File: config.mk
export PLATFORM = sky130hd
export DESIGN_NAME = id_stage_pipe
export DESIGN_NICKNAME = d
export VERILOG_FILES = /design/src/rtl/id_stage_pipe_pkg.sv /design/src/rtl/id_regfile.sv /design/src/rtl/id_stage_pipe.sv
export SDC_FILE = /design/constraint.sdc
export NUM_CORES = 2
export LEC_CHECK = 0
export CORE_AREA = 5 5 418 420
export DETAILED_ROUTE_END_ITERATION = 8
export DIE_AREA = 0 0 423 425
export PLACE_DENSITY = 0.55
export SLEW_MARGIN = 30
export SYNTH_ARGS = -nofsm -noshare
export SYNTH_HDL_FRONTEND = slang
export SYNTH_SLANG_ARGS = --single-unit
File: constraint.sdc
create_clock -name clk -period 90.5 [get_ports clk]
set_input_delay 27.15 -clock clk [delete_from_list [all_inputs] [get_ports clk]]
set_output_delay 27.15 -clock clk [all_outputs]
set_load 0.005 [all_outputs]
File: src/rtl/id_stage_pipe_pkg.sv
// Shared MIPS opcode/funct constants and small decode helpers for the ID stage.
package id_stage_pipe_pkg;

  localparam logic [5:0] R_FORM = 6'h00;
  localparam logic [5:0] BEQ    = 6'h04;
  localparam logic [5:0] BNE    = 6'h05;
  localparam logic [5:0] ADDI   = 6'h08;
  localparam logic [5:0] ADDIU  = 6'h09;
  localparam logic [5:0] SLTI   = 6'h0A;
  localparam logic [5:0] ANDI   = 6'h0C;
  localparam logic [5:0] ORI    = 6'h0D;
  localparam logic [5:0] XORI   = 6'h0E;
  localparam logic [5:0] LUI    = 6'h0F;
  localparam logic [5:0] LW     = 6'h23;
  localparam logic [5:0] SW     = 6'h2B;

  localparam logic [5:0] ADD    = 6'h20;
  localparam logic [5:0] SUB    = 6'h22;
  localparam logic [5:0] AND    = 6'h24;
  localparam logic [5:0] OR     = 6'h25;
  localparam logic [5:0] XOR    = 6'h26;
  localparam logic [5:0] SLT    = 6'h2A;

  // Instructions that read rt as a source operand (all other I-forms write it).
  function automatic logic uses_rt(input logic [5:0] op);
    return (op == R_FORM) || (op == SW) || (op == BEQ) || (op == BNE);
  endfunction

  function automatic logic zero_ext(input logic [5:0] op);
    return (op == ANDI) || (op == ORI) || (op == XORI);
  endfunction

  function automatic logic no_writeback(input logic [5:0] op);
    return (op == SW) || (op == BEQ) || (op == BNE);
  endfunction

endpackage

File: src/rtl/id_regfile.sv
// Register file: two combinational read ports, one write port, r0 hard-wired to zero.
module id_regfile #(
  parameter int DATA_W    = 32,
  parameter int REG_N     = 32,
  parameter bit BYPASS_EN = 1'b1,
  localparam int REG_AW   = $clog2(REG_N)
) (
  input  logic              clk,
  input  logic              rst,
  input  logic              we,
  input  logic [REG_AW-1:0] waddr,
  input  logic [DATA_W-1:0] wdata,
  input  logic [REG_AW-1:0] raddr1,
  input  logic [REG_AW-1:0] raddr2,
  output logic [DATA_W-1:0] rdata1,
  output logic [DATA_W-1:0] rdata2
);

  logic [DATA_W-1:0] regs [REG_N];

  // NOTE: this storage is cleared by reset, so it maps to flops rather than RAM macros.
  always_ff @(posedge clk or posedge rst) begin
    if (rst) begin
      for (int i = 0; i < REG_N; i++) regs[i] <= '0;
    end else if (we && waddr != '0) begin
      regs[waddr] <= wdata;
    end
  end

  always_comb begin
    rdata1 = regs[raddr1];
    rdata2 = regs[raddr2];
    if (BYPASS_EN && we && waddr == raddr1) rdata1 = wdata;
    if (BYPASS_EN && we && waddr == raddr2) rdata2 = wdata;
    if (raddr1 == '0) rdata1 = '0;
    if (raddr2 == '0) rdata2 = '0;
  end

endmodule

File: src/rtl/id_stage_pipe.sv
// MIPS instruction-decode stage: decode, register read with WB bypass, load-use
// bubble and flush, feeding a valid/ready ID/EX pipeline register.
module id_stage_pipe
  import id_stage_pipe_pkg::*;
#(
  parameter int DATA_W    = 32,
  parameter int REG_N     = 32,
  parameter bit BYPASS_EN = 1'b1,
  localparam int REG_AW   = $clog2(REG_N)
) (
  input  logic              clk,
  input  logic              rst,
  input  logic              in_valid,
  output logic              in_ready,
  input  logic [31:0]       ins,
  input  logic              flush,
  input  logic              wb_we,
  input  logic [REG_AW-1:0] wb_addr,
  input  logic [DATA_W-1:0] wb_data,
  output logic              out_valid,
  input  logic              out_ready,
  output logic [DATA_W-1:0] rdata1,
  output logic [DATA_W-1:0] rdata2,
  output logic [DATA_W-1:0] imm,
  output logic [REG_AW-1:0] dest,
  output logic [5:0]        funct,
  output logic [4:0]        shamt,
  output logic [5:0]        op,
  output logic              mem_rd,
  output logic              reg_we
);

  logic [5:0]        op_d;
  logic [REG_AW-1:0] rs_a, rt_a, rd_a;
  logic [REG_AW-1:0] dest_d;
  logic [5:0]        funct_d;
  logic [DATA_W-1:0] imm_d;
  logic [DATA_W-1:0] rs_val, rt_val;
  logic              hazard, accept;

  assign op_d = ins[31:26];
  assign rs_a = ins[21 +: REG_AW];
  assign rt_a = ins[16 +: REG_AW];
  assign rd_a = ins[11 +: REG_AW];

  id_regfile #(
    .DATA_W    (DATA_W),
    .REG_N     (REG_N),
    .BYPASS_EN (BYPASS_EN)
  ) u_regfile (
    .clk    (clk),
    .rst    (rst),
    .we     (wb_we),
    .waddr  (wb_addr),
    .wdata  (wb_data),
    .raddr1 (rs_a),
    .raddr2 (rt_a),
    .rdata1 (rs_val),
    .rdata2 (rt_val)
  );

  // NOTE: every always_comb output gets a default first so no latch is inferred.
  always_comb begin
    dest_d  = rt_a;
    funct_d = '0;
    imm_d   = {{(DATA_W-16){ins[15]}}, ins[15:0]};
    if (op_d == R_FORM) begin
      dest_d  = rd_a;
      funct_d = ins[5:0];
      imm_d   = '0;
    end else if (zero_ext(op_d)) begin
      imm_d   = {{(DATA_W-16){1'b0}}, ins[15:0]};
    end
  end

  // A load still in ID/EX cannot feed the instruction now waiting in ID.
  assign hazard   = out_valid && mem_rd && dest != '0 &&
                    (dest == rs_a || (dest == rt_a && uses_rt(op_d)));
  assign in_ready = !rst && !flush && !hazard && (!out_valid || out_ready);
  assign accept   = in_valid && in_ready;

  // NOTE: pipeline state uses non-blocking assignments so all flops update together.
  always_ff @(posedge clk or posedge rst) begin
    if (rst) begin
      out_valid <= 1'b0;
      rdata1    <= '0;
      rdata2    <= '0;
      imm       <= '0;
      dest      <= '0;
      funct     <= '0;
      shamt     <= '0;
      op        <= '0;
      mem_rd    <= 1'b0;
      reg_we    <= 1'b0;
    end else if (flush) begin
      out_valid <= 1'b0;
    end else if (accept) begin
      out_valid <= 1'b1;
      rdata1    <= rs_val;
      rdata2    <= rt_val;
      imm       <= imm_d;
      dest      <= dest_d;
      funct     <= funct_d;
      shamt     <= ins[10:6];
      op        <= op_d;
      mem_rd    <= (op_d == LW);
      reg_we    <= (dest_d != '0) && !no_writeback(op_d);
    end else if (out_ready) begin
      out_valid <= 1'b0;
    end
  end

endmodule

==> impl_metrics.yaml <==
power_and_ir_drop:
  peakVddDrop_v: 0.0000196
  p_leak_nw: 29.1
  p_per_area_nw_per_um2: 22.3
global_route:
  grt_first_pass_wirelength_um: 300000
  grt_max_degree: 170
  grt-ovfl-total: 0
  grt_antenna_before_repair: 7
  grtUsageTotal_pct: 22.5
  grt_pass1_vias: 41300
clocking:
  clk_latency_ns: 0.77
  post_cts_buffers: 0
  clk_pin_slew_worst_paths_ns: 0.05
  cts.path.max_buffers: 3
  tritoncts: "done"
  cts-root-buf: "clkbuf_16"
  h-tree-depth: 4
  cts_buffers: 133
  cts_hold_buf: 0
  cts_resized: 0
  cts_sinks: 1130
floorplanning:
  rows: 152
  dieArea_um2: 180000
  fp.dieH_um: 425
  ios: 197
  dieWidth_um: 423
  core-area_um2: 171000
  start_util_pct: 34.7
logic_synthesis:
  synthDistinctLibCells: 55
  synth_area_um2: 59300
  yosys.area.top_type: "dfrtp_1"
  netlist.area_leader.share_pct: 47.7
  synth_flop_cell: "dfrtp_1"
  syn_inst: 4451
  async_reset_ff_share_pct: 100
  ys_ff_latch: 1130
  avgSynthCellArea_um2: 13.3
  ys_warn_count: 0
  synth_nets: 4526
  ys_seq_area_share_pct: 47.7
  netlist_top_cells_area: "dfrtp_1 48%, mux2_2 23%, mux4_2 9.1%, mux2i_1 4.3%, clkbuf_1 1.8%"
  synth_edf_count: 0
critical_path:
  crit_buf_inv: 2
  r2r_slack_ns: 86.27
  crit_chain: "clkdlybuf4s50_1 -> xor2_1 -> nor4_2 -> nand4_1 -> nand2_1 -> nor4_1 -> clkdlybuf4s50_1"
  crit_path_end: "in_ready"
  path_class: "primary input to primary output"
  reg2reg_to: "rdata1[15]"
  worstPathMaxFanout: 15
  critPathMostFrequentCell: "clkdlybuf4s50_1"
  critPathCaptureType: "primary output"
  cpMaxStageDelayCell: "clkdlybuf4s50_1"
  crit_family: "buffers and inverters"
  ff2ff_path_depth: 8
  crit_cells: 7
  cp-startpoint: "ins[17]"
  crit_arrival_ns: 30.07
  crit_path_start_kind: "primary input"
  worstPathRequired_ns: 63.35
  slowest_delay_ns: 0.95
  r2r-start: "dest[0]"
timing:
  fin_crit_sh_pct: 63.2
  max-slew-margin-rel_pct: 30.1
  setup_tns_ns: 0
  setup_viol: 0
  fin_worst_skew_ns: 0.0231
  rsz0062_at_grt: "false"
  hold_viol: 0
  drv_slew: 0
  worst_pin_slew_ns: 1.05
  max_freq_mhz: 17.5
  finalCriticalPeriod_ns: 57.22
placed_design:
  dpl-instance-area_um2: 62900
  gp_congestion: 0.769
  portBuffers: 196
  dp_hpwl_um: 111000
min_path:
  min-delay-start: "u_regfile.regs[1000]"
  hold_class: "flip-flop to flip-flop"
drt:
  routed_via_density: 5.94
  final_antenna_net_count: 0
  vias: 40000
  drc_errors: 0
  wirelength_um: 205000
  wl_per_cell_um: 30.5
  drtIter0Drc: 3166
  dr.pass1.iters: 6
finish:
  drive_gt1_share_pct: 41.4
  stdcell_area_um2: 67400
  layout_common_cells: "1,218 x mux2_2, 1,130 x dfrtp_1, 256 x mux2i_1"
  final_nets: 4466
  area_growth_pct: 13.8
  final_common_cell: "mux2_2"
  fillers: 16000
run_status:
  outcome: "complete, no violations"
job:
  maxCapViolCount: 0
## synth_stat cells (all sizes together), types with 2 or more instances
library cell / count
mux4: 254
xor2: 12
o31ai: 32
o22ai: 130
inv: 37
nor3: 133
nand2b: 3
a22o: 95
nand2: 110
or2: 2
a31oi: 5
nor2b: 36
mux2i: 256
nor4: 6
buf: 218
nand3b: 5
o41ai: 2
or4: 3
o21ai: 61
nor4b: 3
xnor2: 8
nor2: 59
nor3b: 7
nand3: 37
and3: 4
dfrtp: 1130
nor4bb: 3
o211ai: 32
or3: 3
mux2: 1218
a22oi: 96
a221o: 32
nand4: 2
a211oi: 34
clkbuf: 278
and3b: 2
a21oi: 96
## layout make-up
class	instances	area [um^2]	share of cell area (%)
tap	2233	2790	4.14
clock inverter	28	304	0.451
sequential	1130	28300	41.9
multi-input combinational	2788	29000	43.0
clock buffer	208	4070	6.03
antenna	5	12.5	0.0186
timing repair buffer	301	2850	4.22
inverter	37	146	0.217
## power by group
group          leakage (nW)  internal (mW)  switching, mW  total (mW)
combinational          12.5          0.171          0.120       0.291
clock                  2.16          0.320          0.221       0.541
sequential             14.4          0.602         0.0698       0.672
total                  29.1           1.09          0.412        1.50
## per-layer routing
metal / vias up / global-route usage, % / wire, um
met2: 1334 / 37.2 / 98200
met4: 2 / 8.21 / 7690
li1: 16700 / - / -
met1: 21500 / 29.8 / 87100
met3: 390 / 4.17 / 11900
met5: - / 0 / 13
## per-stage QoR
step	setup WS (ns)	hold WS, ns	cells	utilization, %	power, mW
finish	33.28	0.389	6730	39.5	1.50
global route	33.02	0.400	6726	39.5	1.57
global placement	33.02	0.375	6484	36.9	0.961
floorplan	31.53	0.438	4451	-	0.875
CTS	32.98	0.390	6721	39.4	1.52
detailed placement	32.99	0.377	6485	36.9	0.969
## state kept, by name (all words and copies together), names as in the netlist, 5 cells and up
signal and flops:
op 6, rdata1 32, dest 5, shamt 5, rdata2 32, u_regfile.regs 1024
imm 17, funct 6
## how the worst min path moves through the flow
stage	to	cells past startpoint
2_1_floorplan	u_regfile.regs[1000]	1
3_3_place_gp	u_regfile.regs[1017]	0
3_5_place_dp	u_regfile.regs[999]	0
4_1_cts	u_regfile.regs[999]	0
5_1_grt	u_regfile.regs[996]	0
6_report	u_regfile.regs[1000]	0
## logic make-up (layout without fill, tap and decap cells)
group | count (synthesis) | count (layout) | synth area share, %
other | 0 | 5 | 0
buffers and inverters | 533 | 574 | 3.98
XOR/XNOR | 20 | 20 | 0.296
multiplexers | 1728 | 1728 | 37.2
flip-flops | 1130 | 1130 | 47.7
AO/OA/AOI/OAI | 619 | 619 | 7.25
AND/OR/NAND/NOR | 421 | 421 | 3.53
(Power assumes the default switching activity.)
